## src/rtl/param_sync_fifo_pkg.sv

```systemverilog
// Shared types and helpers for the parametrised synchronous FIFO.
// Status struct, counter width helper and threshold/parameter checks.
package param_sync_fifo_pkg;

    localparam int STAT_CNT_W = 16;

    typedef struct packed {
        logic                  full;
        logic                  empty;
        logic                  alm_full;
        logic                  alm_empty;
        logic [STAT_CNT_W-1:0] count;
    } fifo_status_t;

    // Fill counter needs one bit more than the pointers to represent DEPTH itself.
    function automatic int cnt_width(input int depth);
        return $clog2(depth) + 1;
    endfunction

    function automatic bit is_pow2(input int depth);
        return (depth >= 2) && ((depth & (depth - 1)) == 0);
    endfunction

    function automatic bit thresholds_ok(input int depth, input int af_thresh, input int ae_thresh);
        return (ae_thresh < af_thresh) && (af_thresh <= depth);
    endfunction

    function automatic fifo_status_t calc_status(input int unsigned count,
                                                 input int unsigned depth,
                                                 input int unsigned af_thresh,
                                                 input int unsigned ae_thresh);
        fifo_status_t s;
        s.full      = (count == depth);
        s.empty     = (count == 0);
        s.alm_full  = (count >= af_thresh);
        s.alm_empty = (count <= ae_thresh);
        s.count     = STAT_CNT_W'(count);
        return s;
    endfunction

endpackage

```

## src/rtl/param_sync_fifo_ram.sv

```systemverilog
// Simple dual-port storage: one write port, read port either asynchronous
// (first-word-fall-through) or registered with a read enable.
module fifo_ram #(
    parameter int DATA_W = 128,
    parameter int DEPTH  = 16,
    parameter int FWFT   = 0
) (
    input  logic                       clk,
    input  logic                       rst,
    input  logic                       wr_en,
    input  logic [$clog2(DEPTH)-1:0]   wr_addr,
    input  logic [DATA_W-1:0]          wr_data,
    input  logic                       rd_en,
    input  logic [$clog2(DEPTH)-1:0]   rd_addr,
    output logic [DATA_W-1:0]          rd_data
);

    logic [DATA_W-1:0] mem [DEPTH];

    always_ff @(posedge clk) begin
        if (wr_en) begin
            mem[wr_addr] <= wr_data;
        end
    end

    generate
        if (FWFT != 0) begin : g_async_rd
            logic unused_rd_ctrl;
            assign unused_rd_ctrl = rst ^ rd_en;
            assign rd_data = mem[rd_addr];
        end else begin : g_reg_rd
            // Only the output register is reset; the array keeps whatever it held.
            logic [DATA_W-1:0] rd_q;
            always_ff @(posedge clk) begin
                if (rst) begin
                    rd_q <= '0;
                end else if (rd_en) begin
                    rd_q <= mem[rd_addr];
                end
            end
            assign rd_data = rd_q;
        end
    endgenerate

endmodule

```

## src/rtl/param_sync_fifo.sv

```systemverilog
// Parametrised single-clock FIFO with thresholds, flush, sticky error flags
// and selectable standard or first-word-fall-through read.
module param_sync_fifo
    import param_sync_fifo_pkg::*;
#(
    parameter int DATA_W    = 128,
    parameter int DEPTH     = 16,
    parameter int AF_THRESH = 12,
    parameter int AE_THRESH = 2,
    parameter int FWFT      = 0
) (
    input  logic                          clk,
    input  logic                          rst,
    input  logic                          i_wren,
    input  logic [DATA_W-1:0]             i_wrdata,
    input  logic                          i_rden,
    input  logic                          i_flush,
    input  logic                          i_clr_err,
    output logic [DATA_W-1:0]             o_rddata,
    output logic                          o_rdvalid,
    output logic                          o_full,
    output logic                          o_empty,
    output logic                          o_alm_full,
    output logic                          o_alm_empty,
    output logic [$clog2(DEPTH):0]        o_count,
    output logic                          o_overflow,
    output logic                          o_underflow
);

    localparam int AW = $clog2(DEPTH);
    localparam int CW = cnt_width(DEPTH);

    generate
        if (!is_pow2(DEPTH)) begin : g_bad_depth
            $fatal(1, "param_sync_fifo: DEPTH must be a power of 2 and >= 2");
        end
        if (!thresholds_ok(DEPTH, AF_THRESH, AE_THRESH)) begin : g_bad_thresh
            $fatal(1, "param_sync_fifo: need AE_THRESH < AF_THRESH <= DEPTH");
        end
    endgenerate

    logic [AW-1:0]     wr_ptr;
    logic [AW-1:0]     rd_ptr;
    logic [CW-1:0]     count;
    logic              rdvalid_q;
    logic              ovf_q;
    logic              unf_q;
    fifo_status_t      status;
    logic              wr_acc;
    logic              rd_acc;
    logic              ovf_set;
    logic              unf_set;
    logic [DATA_W-1:0] ram_rd;
    logic              unused_status_bits;

    assign status = calc_status(32'(count), DEPTH, AF_THRESH, AE_THRESH);
    assign unused_status_bits = ^status.count;

    // Acceptance looks only at registered status, so full+rd+wr rejects the write.
    assign wr_acc  = i_wren && !status.full  && !i_flush;
    assign rd_acc  = i_rden && !status.empty && !i_flush;
    assign ovf_set = i_wren &&  status.full  && !i_flush;
    assign unf_set = i_rden &&  status.empty && !i_flush;

    always_ff @(posedge clk) begin
        if (rst) begin
            wr_ptr    <= '0;
            rd_ptr    <= '0;
            count     <= '0;
            rdvalid_q <= 1'b0;
            ovf_q     <= 1'b0;
            unf_q     <= 1'b0;
        end else begin
            if (i_flush) begin
                wr_ptr    <= '0;
                rd_ptr    <= '0;
                count     <= '0;
                rdvalid_q <= 1'b0;
            end else begin
                if (wr_acc) wr_ptr <= wr_ptr + AW'(1);
                if (rd_acc) rd_ptr <= rd_ptr + AW'(1);
                case ({wr_acc, rd_acc})
                    2'b10:   count <= count + CW'(1);
                    2'b01:   count <= count - CW'(1);
                    default: count <= count;
                endcase
                rdvalid_q <= rd_acc;
            end
            if (ovf_set)        ovf_q <= 1'b1;
            else if (i_clr_err) ovf_q <= 1'b0;
            if (unf_set)        unf_q <= 1'b1;
            else if (i_clr_err) unf_q <= 1'b0;
        end
    end

    fifo_ram #(
        .DATA_W (DATA_W),
        .DEPTH  (DEPTH),
        .FWFT   (FWFT)
    ) u_ram (
        .clk     (clk),
        .rst     (rst),
        .wr_en   (wr_acc),
        .wr_addr (wr_ptr),
        .wr_data (i_wrdata),
        .rd_en   (rd_acc),
        .rd_addr (rd_ptr),
        .rd_data (ram_rd)
    );

    generate
        if (FWFT != 0) begin : g_fwft
            logic unused_rdvalid;
            assign unused_rdvalid = rdvalid_q;
            // Array is not reset, so mask the head word while nothing is stored.
            assign o_rddata  = status.empty ? '0 : ram_rd;
            assign o_rdvalid = !status.empty;
        end else begin : g_std
            assign o_rddata  = ram_rd;
            assign o_rdvalid = rdvalid_q;
        end
    endgenerate

    assign o_full      = status.full;
    assign o_empty     = status.empty;
    assign o_alm_full  = status.alm_full;
    assign o_alm_empty = status.alm_empty;
    assign o_count     = count;
    assign o_overflow  = ovf_q;
    assign o_underflow = unf_q;

endmodule
```

## config.mk

```make
export PLATFORM = sky130hd
export DESIGN_NAME = param_sync_fifo
export DESIGN_NICKNAME = d
export VERILOG_FILES = /design/src/rtl/param_sync_fifo_pkg.sv /design/src/rtl/param_sync_fifo_ram.sv /design/src/rtl/param_sync_fifo.sv
export SDC_FILE = /design/constraint.sdc
export NUM_CORES = 2
export LEC_CHECK = 0
export ABC_CLOCK_PERIOD_IN_PS = 14100
export CELL_PAD_IN_SITES_DETAIL_PLACEMENT = 1
export CELL_PAD_IN_SITES_GLOBAL_PLACEMENT = 2
export CORE_MARGIN = 2
export CORE_UTILIZATION = 40
export DETAILED_ROUTE_END_ITERATION = 8
export PLACE_DENSITY_LB_ADDON = 0.1
export SLEW_MARGIN = 40
export SYNTH_ARGS = -nofsm -noshare
export SYNTH_HDL_FRONTEND = slang
export SYNTH_SLANG_ARGS = --single-unit
export TNS_END_PERCENT = 1
```

## constraint.sdc

```tcl
create_clock -name clk -period 14.1 [get_ports clk]
set_input_delay 1.41 -clock clk [delete_from_list [all_inputs] [get_ports clk]]
set_output_delay 1.41 -clock clk [all_outputs]
set_load 0.02 [all_outputs]
```

After elaboration in Yosys (flattened, before gate mapping) --
Memories as Yosys holds them, arrays and structs flattened. A register that Yosys moved wholly into a read port is not among the register bits. Index checks and enable logic that the tools add are counted.
Word-level totals: register bits 16, bits in writable memories 2048, input bits 134, output and inout port bits 140, logic and storage cells 38, memories 1
Operators by class: add/sub/neg operators 4, $lt $le $gt $ge 2, eq/ne operators 3, mux-type cells 6, reduce and logical (&&, ||, !) cells 16
Memories:
- u_ram.mem | depth 16, width 128, rd ports 1, clocked after memory_dff 1, wr ports 1, RTL line param_sync_fifo_ram.sv:18 | logic [DATA_W-1:0] mem [DEPTH];
Operators by type and width (number):
- one-hot mux 5 bit (2 select lines) | 1
- adder 4 x 1 -> 4 bit (second input constant) | 2
- logical AND 1 bit | 8
- nonzero test 2 bit | 3
- adder 5 x 1 -> 5 bit (second input constant) | 1
- equality test 5 bit (second input constant) | 1
- >= comparator 5 x 4 -> 1 bit (second input constant) | 1
- <= comparator 5 x 2 -> 1 bit (second input constant) | 1
- zero test 5 bit | 1
- two-way mux 1 bit | 5
- subtractor 5 x 1 -> 5 bit (second input constant) | 1
- zero test 1 bit | 3
- equality test 2 x 1 -> 1 bit (second input constant) | 1
- equality test 2 bit (second input constant) | 1
- OR reduction 2 bit | 1

Depth between registers and ports, before layout --
depth in word-level cells 6, mapped depth 10, gate-level depth less buffers 9

Hierarchy --
A second synthesis with hierarchy kept.
Unflattened totals: cells, all modules 4375, area, all modules 83054.7 µm²
By module, submodules not included:
- fifo_ram | instances 1, cells each 4281, area an instance 82198.8 µm², sequential area each 64061.4 µm²
- param_sync_fifo | instances 1, cells each 94, area an instance 855.8 µm², sequential area each 320.3 µm²

Worst setup path after synthesis --
No wires, ideal clock.
path kind input-to-reg, start point in i_flush, end point mem u_ram.mem[0][0], enable pin, setup time 0.772 ns, data arrival time 10.726 ns, required time 13.328 ns, setup slack 2.603 ns, cell stages on the path 4, path buffers 0, cells stage by stage nand2b_1 > a21oi_1 > nand2_1 > nor3_1
Between the ends: cells in the longest elaborated chain, start to end 4
RTL lines:
- start: declaration | RTL line param_sync_fifo.sv:17 | input logic i_flush,
- zero test 1 bit | RTL line param_sync_fifo.sv:60 | assign wr_acc = i_wren && !status.full && !i_flush;
- logical AND 1 bit | RTL line param_sync_fifo.sv:60
- two-way mux 1 bit | RTL line param_sync_fifo_ram.sv:21 | if (wr_en) begin
- two-way mux 1 bit (not written as such) | RTL line param_sync_fifo_ram.sv:22 | mem[wr_addr] <= wr_data;
- end: declaration | RTL line param_sync_fifo_ram.sv:18
No other way between the ends.

Final worst setup path --
start point in i_flush, end point mem u_ram.mem[12][51], enable pin
Same word-level chain as after synthesis.

==> impl_metrics.env <==
export IMPL_outcome="complete, no violations"
export IMPL_row_count=166
export IMPL_crit_fanout=48
export IMPL_dieArea_um2=209000
export IMPL_h_tree_depth=4
export IMPL_setup_viol=0
export IMPL_critical_path_class="primary input to register"
export IMPL_post_cts_resized=0
export IMPL_initial_utilization_pct=40.2
export IMPL_avgSynthCellArea_um2=22.5
export IMPL_gr_usage_met2_pct=32.6
export IMPL_drt_iter0_markers=2724
export IMPL_detail_route_antenna_nets=0
export IMPL_die_y_um=457
export IMPL_routedWlPerCell_um=29.1
export IMPL_synth_edff_count=2048
export IMPL_leakagePower_nw=30.0
export IMPL_grt_pass1_vias=41100
export IMPL_drive_above_1_share_pct=22.7
export IMPL_drc=0
export IMPL_reg2reg_from="o_count[0]$_SDFFE_PP0P_"
export IMPL_clk_pin_slew_ps=60
export IMPL_drt_total_wl_mm=203
export IMPL_fill_cells=18300
export IMPL_grt_pass1_wl_mm=298
export IMPL_synth_nets=3795
export IMPL_cp_startpoint="i_flush"
export IMPL_die_x_um=457
export IMPL_antenna_found_initial=27
export IMPL_grt_util_all_layers_pct=19.6
export IMPL_timing_final_crit_share_pct=34.5
export IMPL_ctsLongestPathBuffers=3
export IMPL_critPathMostFrequentCell="buf_4"
export IMPL_worst_path_largest_cell_delay_ps=650
export IMPL_syn_area_um2=82200
export IMPL_fmax_mhz=206
export IMPL_synthCells=3651
export IMPL_io_buffer_count=273
export IMPL_gr_max_usage_layer="met2"
export IMPL_ir_drop_uv=104
export IMPL_cts_tree="done"
export IMPL_clk_latency_ps=880
export IMPL_nets=4200
export IMPL_synth_seq_cells=2192
export IMPL_drv_slew=0
export IMPL_met3_usage_pct=2.80
export IMPL_end_kind="register"
export IMPL_ys_seq_area_share_pct=78.4
export IMPL_finalPower_mw=13.4
export IMPL_vias=37800
export IMPL_worstMarginPinSlew_ps=892
export IMPL_cp_arrival_ps=5410
export IMPL_synth_top_area_share_pct=74.9
export IMPL_hp_start="u_ram.rd_data[17]$_SDFFE_PP0P_"
export IMPL_synth_cell_types=41
export IMPL_overflow=0
export IMPL_path_buf_inv=5
export IMPL_max_slew_margin_pct=40.5
export IMPL_hp_class="register to register"
export IMPL_power_density_nw_per_um2=139
export IMPL_viasPerCell=5.44
export IMPL_rsz0062_at_grt="false"
export IMPL_hold_depth=1
export IMPL_tns_ps=0
export IMPL_synth_area_leaders="edfxtp_1 (75%), mux4_2 (14%), dfxtp_1 (3.5%)"
export IMPL_dp_hpwl_mm=107
export IMPL_core_um2=204000
export IMPL_skew_ps=31.6
export IMPL_critPathTopFamily="buffers and inverters"
export IMPL_hold_viol=0
export IMPL_crit_chain="clkdlybuf4s50_1 -> nand2b_1 -> a21oi_1 -> nand2_1 -> nor2_4 -> buf_4 -> buf_6 -> buf_4 -> buf_12"
export IMPL_numCtsBuffers=231
export IMPL_netlist_top_cell_by_area="edfxtp_1"
export IMPL_post_cts_setup_buffers=0
export IMPL_gp_congestion=0.694
export IMPL_firstDrtPassIters=5
export IMPL_cp_start_kind="primary input"
export IMPL_area_growth_pct=17.2
export IMPL_synth_warnings=0
export IMPL_synth_flop_cell="edfxtp_1"
export IMPL_io_pins=274
export IMPL_cts_root_buf="clkbuf_16"
export IMPL_cp_depth=9
export IMPL_async_reset_ff_share_pct=0
export IMPL_postCtsHoldBufs=0
export IMPL_required_ps=14650
export IMPL_final_min_clock_period_ps=4860
export IMPL_grt_max_degree=114
export IMPL_clock_sinks=2192
export IMPL_use_met1_pct=27.4
export IMPL_cp_slowest_cell="buf_4"
export IMPL_reg2reg_depth=8
export IMPL_drv_cap=0
export IMPL_hold_ws_ps=462
-- per-stage QoR --
stage | setup slack [ps] | utilization (%) | cells | cell area (um^2)
floorplan | 2600 | - | 3651 | 82200
global placement | 7900 | 43.1 | 6492 | 88200
detailed placement | 8260 | 43.4 | 6508 | 88600
CTS | 9220 | 47.1 | 6948 | 96200
global route | 8990 | 47.1 | 6954 | 96300
finish | 9240 | 47.1 | 6956 | 96300
-- cell type report --
type	count	area, um^2	share of cell area (%)
Inverter	7	26.3	0.0273
Antenna cell	5	12.5	0.0130
Sequential cell	2192	64400	66.9
Multi-Input combinational cell	1259	17000	17.6
Clock buffer	316	6310	6.56
Timing Repair Buffer	365	3950	4.11
Tap cell	2688	3360	3.49
Clock inverter	124	1240	1.29
-- state kept, by name, indices dropped and copies added, names as in the netlist --
register	count
o_underflow	1
o_overflow	1
u_ram.mem	2048
u_ram.rd_data	128
o_rdvalid	1
rd_ptr	4
wr_ptr	4
o_count	5
-- worst register-to-register path: stages, from the launching register on --
cell     delay [ps]
dfxtp_1         500
nor4_1          190
a21oi_1         570
nand2_1         400
nor2_4          260
buf_4           650
buf_6           610
buf_4           530
buf_12          290
-- where the power goes --
part / internal (mW) / leakage (nW) / switching [mW]
Sequential: 7.14 / 19.6 / 0.0108
Combinational: 0.0770 / 6.64 / 0.153
Clock: 3.49 / 3.71 / 2.52
-- Yosys cell counts (8+ instances only) --
library cell	count
mux4_2	505
nand2_1	8
edfxtp_1	2048
a211o_1	121
a21oi_1	11
nor2_1	273
dfxtp_1	144
buf_2	94
clkbuf_1	72
buf_1	16
buf_6	10
ha_1	9
mux2i_1	261
-- worst paths after layout --
path / endpoint / slack (ps)
hold / removal: u_ram.rd_data[17]$_SDFFE_PP0P_ / 460
setup reg to reg: u_ram.mem[12][51]$_DFFE_PP_ / 9740
setup / recovery: u_ram.mem[12][51]$_DFFE_PP_ / 9240
hold reg to reg: u_ram.rd_data[17]$_SDFFE_PP0P_ / 460
-- routing by layer --
metal,wire [um],up-vias
li1,-,16100
met2,101000,710
met1,91200,20700
met4,3590,12
met3,7170,284
met5,80,-
-- cell families after synthesis --
family | count (synthesis) | share of synthesized area, %
and+or+nand+nor | 301 | 1.43
buffers and inverters | 200 | 1.15
adders and majority gates | 10 | 0.161
muxes | 773 | 17.1
AOI/OAI and AO/OA | 166 | 1.67
xor gates and xnor gates | 9 | 0.0959
DFF | 2192 | 78.4
-- cells in the final DEF (no fill, tap or decap), types with 9 or more instances in the layout --
master / instances
edfxtp_1: 2048
mux4_2: 505
clkdlybuf4s50_1: 273
mux2i_1: 261
nor2_1: 260
clkbuf_16: 233
dfxtp_1: 141
a211o_1: 121
clkbuf_1: 66
clkinv_2: 49
clkinv_1: 37
buf_6: 33
buf_4: 29
bufinv_16: 20
buf_12: 20
clkbuf_8: 17
nor2_4: 13
a21oi_1: 11
ha_1: 9
No activity file was read; power rests on OpenSTA's default activity.
